## src/rtl/qed_mode_ctrl_if.sv

```systemverilog
// Connects the QED mode controller to the fetch unit and the QED queue.
// Port summary:
//   qed_ena, IF_stall, ifu_qed_instruction, qic_vld  : into the controller
//   exec_dup, ifu_hold, occ_cnt, qed_ready, sync_err  : out of the controller
// Modports: master = controller side, slave = fetch/queue (environment) side.
interface qed_mode_ctrl_if #(
    parameter int unsigned CNT_W = 5
);
    logic             qed_ena;
    logic             IF_stall;
    logic [31:0]      ifu_qed_instruction;
    logic             qic_vld;
    logic             exec_dup;
    logic             ifu_hold;
    logic [CNT_W-1:0] occ_cnt;
    logic             qed_ready;
    logic             sync_err;

    modport master (
        input  qed_ena,
        input  IF_stall,
        input  ifu_qed_instruction,
        input  qic_vld,
        output exec_dup,
        output ifu_hold,
        output occ_cnt,
        output qed_ready,
        output sync_err
    );

    modport slave (
        output qed_ena,
        output IF_stall,
        output ifu_qed_instruction,
        output qic_vld,
        input  exec_dup,
        input  ifu_hold,
        input  occ_cnt,
        input  qed_ready,
        input  sync_err
    );
endinterface

```

## src/rtl/qed_mode_ctrl.sv

```systemverilog
// QED mode controller: alternates the QED instruction queue between original
// bursts (fetch inserts) and duplicate bursts (queue replays, fetch held),
// keeps a shadow occupancy count of the queue and flags any divergence
// between the shadow's insert/delete and the queue's vld_out.
// Ports:
//   clk   : rising-edge clock
//   rst   : synchronous active-low reset
//   bus   : qed_mode_ctrl_if.master (qed_ena, IF_stall, ifu_qed_instruction,
//           qic_vld in; exec_dup, ifu_hold, occ_cnt, qed_ready, sync_err out)
module qed_mode_ctrl #(
    parameter int unsigned ICACHESIZE = 32,
    parameter int unsigned CNT_W      = 5,
    parameter int unsigned MAX_BURST  = 16
) (
    input  logic           clk,
    input  logic           rst,
    qed_mode_ctrl_if.master bus
);

    localparam logic [CNT_W-1:0] OCC_FULL   = CNT_W'(ICACHESIZE - 1);
    localparam logic [CNT_W-1:0] BURST_LAST = CNT_W'(MAX_BURST - 1);
    localparam logic [CNT_W-1:0] CNT_ONE    = CNT_W'(1);
    localparam logic [CNT_W-1:0] CNT_ZERO   = '0;

    typedef enum logic [1:0] {
        IDLE = 2'd0,
        ORIG = 2'd1,
        DUP  = 2'd2
    } state_e;

    state_e           state_q, state_d;
    logic [CNT_W-1:0] occ_q, occ_d;
    logic [CNT_W-1:0] burst_q, burst_d;
    logic             exec_dup_q, exec_dup_d;
    logic             qed_ready_q, qed_ready_d;
    logic             sync_err_q, sync_err_d;

    logic             nop;
    logic             ins;
    logic             del;

    // Only the opcode field identifies a nop; upper bits are don't-care here.
    logic [24:0]      unused_instr_hi;
    assign unused_instr_hi = bus.ifu_qed_instruction[31:7];

    // Next-state, shadow counters and registered-output targets.
    always_comb begin
        state_d     = state_q;
        occ_d       = occ_q;
        burst_d     = burst_q;
        sync_err_d  = sync_err_q;

        nop = (bus.ifu_qed_instruction[6:0] == 7'b1111111);
        ins = (state_q == ORIG) && !bus.IF_stall && !nop && (occ_q != OCC_FULL);
        del = (state_q == DUP) && !bus.IF_stall && (occ_q != CNT_ZERO);

        if (ins) begin
            occ_d   = occ_q + CNT_ONE;
            burst_d = burst_q + CNT_ONE;
        end else if (del) begin
            occ_d   = occ_q - CNT_ONE;
        end

        case (state_q)
            IDLE: begin
                if (bus.qed_ena) begin
                    state_d = ORIG;
                    burst_d = CNT_ZERO;
                end
            end
            ORIG: begin
                // Burst limit, queue full, or a drain request with work pending.
                if ((ins && (burst_q == BURST_LAST)) ||
                    (occ_d == OCC_FULL) ||
                    (!bus.qed_ena && (occ_d != CNT_ZERO))) begin
                    state_d = DUP;
                end else if (!bus.qed_ena) begin
                    state_d = IDLE;
                end
            end
            DUP: begin
                // A duplicate burst always drains fully before leaving.
                if (occ_d == CNT_ZERO) begin
                    if (bus.qed_ena) begin
                        state_d = ORIG;
                        burst_d = CNT_ZERO;
                    end else begin
                        state_d = IDLE;
                    end
                end
            end
            default: begin
                state_d = IDLE;
            end
        endcase

        // Registering from next values gives the same timing as decoding the
        // current registered state and count.
        exec_dup_d  = (state_d == DUP);
        qed_ready_d = (state_d != DUP) && (occ_d == CNT_ZERO);

        if (bus.qic_vld != (ins | del)) begin
            sync_err_d = 1'b1;
        end
    end

    // State and output registers with synchronous active-low reset.
    always_ff @(posedge clk) begin
        if (!rst) begin
            state_q     <= IDLE;
            occ_q       <= CNT_ZERO;
            burst_q     <= CNT_ZERO;
            exec_dup_q  <= 1'b0;
            qed_ready_q <= 1'b1;
            sync_err_q  <= 1'b0;
        end else begin
            state_q     <= state_d;
            occ_q       <= occ_d;
            burst_q     <= burst_d;
            exec_dup_q  <= exec_dup_d;
            qed_ready_q <= qed_ready_d;
            sync_err_q  <= sync_err_d;
        end
    end

    assign bus.exec_dup  = exec_dup_q;
    assign bus.ifu_hold  = exec_dup_q;
    assign bus.occ_cnt   = occ_q;
    assign bus.qed_ready = qed_ready_q;
    assign bus.sync_err  = sync_err_q;

endmodule

```

## src/flat_wrapper.sv

```systemverilog
// flat-port wrapper written by rule: the top's interface ports become plain ports
module qed_mode_ctrl_flat 
#(
    parameter int unsigned ICACHESIZE = 32,
    parameter int unsigned CNT_W      = 5,
    parameter int unsigned MAX_BURST  = 16
)
  (clk, rst, bus_qed_ena, bus_IF_stall, bus_ifu_qed_instruction, bus_qic_vld, bus_exec_dup, bus_ifu_hold, bus_occ_cnt, bus_qed_ready, bus_sync_err);
  qed_mode_ctrl_if #(.CNT_W(CNT_W)) bus_i ();
  input  logic clk;
  input  logic rst;
  input wire logic [$bits(bus_i.qed_ena)-1:0] bus_qed_ena;
  input wire logic [$bits(bus_i.IF_stall)-1:0] bus_IF_stall;
  input wire logic [$bits(bus_i.ifu_qed_instruction)-1:0] bus_ifu_qed_instruction;
  input wire logic [$bits(bus_i.qic_vld)-1:0] bus_qic_vld;
  output wire logic [$bits(bus_i.exec_dup)-1:0] bus_exec_dup;
  output wire logic [$bits(bus_i.ifu_hold)-1:0] bus_ifu_hold;
  output wire logic [$bits(bus_i.occ_cnt)-1:0] bus_occ_cnt;
  output wire logic [$bits(bus_i.qed_ready)-1:0] bus_qed_ready;
  output wire logic [$bits(bus_i.sync_err)-1:0] bus_sync_err;
  assign bus_i.qed_ena = bus_qed_ena;
  assign bus_i.IF_stall = bus_IF_stall;
  assign bus_i.ifu_qed_instruction = bus_ifu_qed_instruction;
  assign bus_i.qic_vld = bus_qic_vld;
  assign bus_exec_dup = bus_i.exec_dup;
  assign bus_ifu_hold = bus_i.ifu_hold;
  assign bus_occ_cnt = bus_i.occ_cnt;
  assign bus_qed_ready = bus_i.qed_ready;
  assign bus_sync_err = bus_i.sync_err;
  qed_mode_ctrl #(.ICACHESIZE(ICACHESIZE), .CNT_W(CNT_W), .MAX_BURST(MAX_BURST)) u_core (.clk(clk), .rst(rst), .bus(bus_i));
endmodule
```

## config.mk

```make
export PLATFORM = sky130hd
export DESIGN_NAME = qed_mode_ctrl_flat
export DESIGN_NICKNAME = d
export VERILOG_FILES = /design/src/rtl/qed_mode_ctrl_if.sv /design/src/rtl/qed_mode_ctrl.sv /design/src/flat_wrapper.sv
export SDC_FILE = /design/constraint.sdc
export NUM_CORES = 1
export LEC_CHECK = 0
export BUFFER_PORTS_ARGS = -buffer_cell sky130_fd_sc_hd__clkbuf_2
export CELL_PAD_IN_SITES_DETAIL_PLACEMENT = 0
export CELL_PAD_IN_SITES_GLOBAL_PLACEMENT = 1
export CORE_MARGIN = 5
export CORE_UTILIZATION = 34
export CTS_CLUSTER_DIAMETER = 50
export CTS_CLUSTER_SIZE = 28
export DETAILED_ROUTE_END_ITERATION = 6
export GPL_TIMING_DRIVEN = 1
export PLACE_DENSITY = 0.9
export SLEW_MARGIN = 15
export SYNTH_ARGS = -nofsm -noshare
export SYNTH_HDL_FRONTEND = slang
export SYNTH_SLANG_ARGS = --single-unit
```

## constraint.sdc

```tcl
create_clock -name clk -period 6.6 [get_ports clk]
set_input_delay 0 -clock clk [delete_from_list [all_inputs] [get_ports clk]]
set_output_delay 0 -clock clk [all_outputs]
set_load 0.03 [all_outputs]
```

# == Word level (Yosys, flattened, before mapping) ==
# Cells that the tools add are included.
# W data, S select, Z words.
# word_totals
reg_bits,15
inputBits,37
out_inout_bits,9
word_cells,48
# op_classes
addsub,3
eq_ne,9
n_mux,12
bitwise_logic,1
n_reduce_logical,17
# op_table
cell,n
$mux W5,5
$add A5 B1 Y5 const B,2
$pmux W5 S2,1
$reduce_bool A5 Y1,2
$logic_and A1 B1 Y1,8
$mux W2,4
$eq A7 B7 Y1 const B,1
$pmux W2 S3,1
$eq A5 B4 Y1 const B,1
$eq A5 B5 Y1 const B,1
$logic_not A5 Y1,1
$ne A5 B5 Y1 const B,1
$sub A5 B1 Y5 const B,1
$eq A2 B2 Y1 const B,2
$logic_not A1 Y1,3
$eq A2 B1 Y1 const B,1
$logic_not A2 Y1,1
$logic_or A1 B1 Y1,2
$ne A2 B2 Y1 const B,1
$mux W1,1
$ne A1 B1 Y1,1
$or A1 B1 Y1,1

# == Logic depth before layout (Yosys ltp) ==
# depth
ltp_word,12
mapped_depth,10

# == Least setup slack after synthesis ==
# Ideal clock, no wire load.
# synth_timing
kind,reg-to-reg
start,"register u_core.occ_q[1], in the netlist u_core.bus.occ_cnt[1]"
end,"register u_core.exec_dup_q, in the netlist u_core.bus.exec_dup"
setup_time_ns,0.117
arrival_time_ns,2.728
t_required_ns,6.483
slack_ns,3.754
path_stages_with_launch,10
path_buffers,0
period_less_slack_ns,2.846
path_cell_list,dfxtp_1 -> ha_1 -> and3_1 -> ha_1 -> nor4b_2 -> o21ai_4 -> a2bb2oi_1 -> xnor2_1 -> or4_4 -> a32o_1
# synth_between
elab_chain_len,10
word_cells_on_any_way,19
classes_between,add/sub (2); eq/ne (3); mux (5); reduce/logical (9)
# synth_lines
element,line,source
"start, declared",qed_mode_ctrl.sv:32,"logic [CNT_W-1:0] occ_q, occ_d;"
"start signal, assigned",qed_mode_ctrl.sv:111,occ_q <= CNT_ZERO;
"start signal, assigned",qed_mode_ctrl.sv:118,occ_q <= occ_d;
branches (longest 8 deep; another with $sub A5 B1 Y5),-,
$pmux W2 S3 (*),qed_mode_ctrl.sv:64,case (state_q)
$eq A2 B2 Y1 (*),qed_mode_ctrl.sv:99,exec_dup_d = (state_d == DUP);
"end signal, assigned",qed_mode_ctrl.sv:120,exec_dup_q <= exec_dup_d;
"end, declared",qed_mode_ctrl.sv:34,"logic exec_dup_q, exec_dup_d;"
# Every way passes the cells marked *.
# A chain may end at the register's enable or synchronous reset.

# == Worst setup path in the final report ==
# layout_timing
start,"register u_core.occ_q[0], in the netlist u_core.bus.occ_cnt[0]"
end,register u_core.burst_q[3]
# layout_between
elab_chain_len,7
word_cells_on_any_way,13
classes_between,add/sub (2); eq/ne (1); mux (6); reduce/logical (4)
# layout_lines
element,line,source
branches (longest 6 deep; another with $sub A5 B1 Y5),-,
$pmux W5 S2 (*),qed_mode_ctrl.sv:64,
"end signal, assigned",qed_mode_ctrl.sv:119,burst_q <= burst_d;
"end, declared",qed_mode_ctrl.sv:33,"logic [CNT_W-1:0] burst_q, burst_d;"
# Marked as above.

==> results.md <==
* Status: finished clean
* CP top delay family: compound AO/OA/AOI/OAI gates
* Post-synth top flop: dfxtp_1
* Gp weighted congestion at 0.778
* Hold WC Path Type: primary input to flop
* Layout cell share with drive strength beyond 1 at 28.8%
* H-tree level count at 1
* Worst slack, placed at 3.50 ns
* Drc violations at 0
* WL per Instance at 13.3 µm
* RSZ-0062 raised after global routing: no
* Gate Count Post-Synth at 97
* Cts bufs inserted at 3
* PwrDens at 178 nW/µm²
* Synthesis-stage register bit count at 15
* Area Overhead vs Synth at 16.6%
* Clock Tree Buf Depth at 2
* Buf+Inv Stages, Crit Path at 0
* Number of synthesized flops with an enable pin at 0
* CP most frequent cell: ha_1
* Finished Cell Area at 1080 µm²
* Die Ht at 62.2 µm
* Setup CP Type: flop to flop
* Placed Area at 1040 µm²
* Largest area contributor in the netlist: dfxtp_1
* CP max-delay cell: o41ai_2
* Global-route usage over all layers at 11.5%
* Row cnt at 19
* Netlist Area Pre-Place at 926 µm²
* Slew Limit Fails at 0
* CTS resizes at 0
* Skew final at 0.00349 ns
* Largest net degree at the start of global routing at 11
* Worst R2R Path Depth at 9
* Req. time, crit path at 6.74 ns
* Vias at 782
* DR vias/cell at 5.25
* DRT Pass-1 Iters at 4
* IO Pins at 46
* Routed Wire Length at 1980 µm
* Full die area at 3870 µm²
* Commonest non-fill, non-tap cells in the layout: 20 x clkbuf_2, 15 x dfxtp_1, 8 x nor2_1
* Die width at 62.2 µm
* Setup bufs post-CTS at 0
* Leak at 0.457 nW
* Core ar. at 2690 µm²
* Hold slack at 0.0217 ns
* Dominant cells by area after synthesis: dfxtp_1 32%, ha_1 6.8%, mux2i_1 4.3%
* Port bufs at 20
* FF-to-FF setup slack at 3.45 ns
* Starting DRT DRC Count at 47
* Root buf cell: clkbuf_4
* Overflow after GRT at 0
* Worst-Margin Slew at 0.660 ns
* Vias in the first global route at 830
* Post-synthesis net count at 139
* Final setup viols at 0
* F_max at 318 MHz
* Largest fanout on the critical path at 10
* Worst Hold Path Cells at 4
* Worst-path clk slew at 0.09 ns
* Most common cell after layout, fill and taps aside: clkbuf_2
* CP arrival at 3.28 ns
* Crit start category: flop
* CTS tree: built
* Endpoint, Worst Hold: u_core.bus.sync_err
* First-pass GRT wire length at 3740 µm
* Final period utilization at 47.7%
* Dpl hpwl at 1540 µm
* Nets at 161
* Reg2reg start: u_core.bus.occ_cnt[0]
* Maximum vdd ir drop at 0.0870 mV
* CP cell instances: ha_1, and3_1, ha_1, nor4b_2, o21a_1, mux2_2, a22oi_1, o41ai_2, a311oi_1
* Hold Crit Start: bus_qic_vld
* Final Hold Viols at 0
* Latest clock arrival within the worst-skew pair at 0.28 ns
* Highest cell delay on the worst timing path at 0.56 ns
* Syn Area/Cell at 9.55 µm²
* ANT nets after route at 0
* Ant diodes at 0
* Clock sinks at 15
* Initial Utilization at 34.5%
* Yosys warns at 0
* TNS Setup at 0 ns
* MaxCap Viol Count at 0
* Rel. slew slack at 55.5%
* Initial antenna violation count at 0
* Fraction of the yosys area taken by sequential cells at 32.4%
* Share of flip-flops with an asynchronous set or reset at 0%
* FF-to-FF End: u_core.burst_q[3]
* Share of the synthesized area in the top cell type at 32.4%
* Hold buffers post-CTS at 1
* Min setup slack post-route at 3.45 ns
* Final min period at 3.15 ns
* Endpoint type of the worst setup path: flop
* Yosys cell types at 41
## tightest hold or removal path: cells and delay by family
| kind | cells | cell delay (ns) |
|---|---|---|
| AND/OR/NAND/NOR | 2 | 0.12 |
| buffers and inverters | 1 | 0.08 |
| XOR/XNOR | 1 | 0.06 |
## final cells by class
| class | count | area (µm²) |
|---|---|---|
| Tap cell | 31 | 38.8 |
| Timing Repair Buffer | 21 | 110 |
| Inverter | 6 | 22.5 |
| Sequential cell | 15 | 300 |
| Clock buffer | 4 | 26.3 |
| Fill cell | 274 | 1610 |
| Multi-Input combinational cell | 72 | 582 |
## power by group
group / switching [W] / internal [W] / total [W]
logic: 0.0000231 / 0.0000181 / 0.0000413
registers: 0.00000445 / 0.0000946 / 0.0000991
clock network: 0.0000286 / 0.0000234 / 0.0000520
total: 0.0000562 / 0.000136 / 0.000192
## per-stage QoR
| step | util [%] | total power (W) | instances |
|---|---|---|---|
| floorplan | - | 0.000131 | 97 |
| global placement | 38.8 | 0.000141 | 144 |
| detailed placement | 38.8 | 0.000142 | 144 |
| CTS | 40.2 | 0.000195 | 149 |
| global route | 40.2 | 0.000206 | 149 |
| finish | 40.2 | 0.000192 | 149 |
## per-layer routing
| metal | global-route usage (%) | vias up | wire length [µm] |
|---|---|---|---|
| li1 | - | 401 | - |
| met5 | 0 | - | 0 |
| met4 | 4.88 | 0 | 22 |
| met1 | 14.1 | 362 | 887 |
| met3 | 4.14 | 4 | 94 |
| met2 | 17.9 | 15 | 973 |
## flip-flops by register name (all words and copies together), names as in the netlist
| signal | flops |
|---|---|
| u_core.burst_q | 5 |
| u_core.bus.exec_dup | 1 |
| u_core.bus.occ_cnt | 5 |
| u_core.bus.qed_ready | 1 |
| u_core.bus.sync_err | 1 |
| u_core.state_q | 2 |
## synthesized netlist by cell type, types with 3 or more instances
master	number
xnor2_1	3
nor2_1	8
dfxtp_1	15
mux2i_1	4
ha_1	5
nor3_1	3
a311oi_1	4
nand2_1	5
inv_1	6
xor2_1	4
## logic make-up after synthesis
kind of cell / after synthesis / share of synthesized area, %
buf+inv: 10 / 4.73
fa+ha+maj: 5 / 6.76
mux: 7 / 8.38
xor+xnor: 7 / 6.62
flops: 15 / 32.4
compound gates: 22 / 21.5
simple gates: 31 / 19.6
## how the worst max path moves through the flow
| stage | cells after the start | slack, ns | endpoint | start |
|---|---|---|---|---|
| floorplan | 9 | 3.75 | u_core.bus.exec_dup | u_core.bus.occ_cnt[1] |
| global placement | 9 | 3.54 | u_core.bus.qed_ready | u_core.bus.occ_cnt[0] |
| detailed placement | 9 | 3.50 | u_core.burst_q[0] | u_core.bus.occ_cnt[0] |
| CTS | 9 | 3.47 | u_core.burst_q[3] | u_core.bus.occ_cnt[0] |
| global route | 9 | 3.27 | u_core.burst_q[0] | u_core.bus.occ_cnt[0] |
| finish | 9 | 3.45 | u_core.burst_q[3] | u_core.bus.occ_cnt[0] |
(Power assumes the default switching activity.)
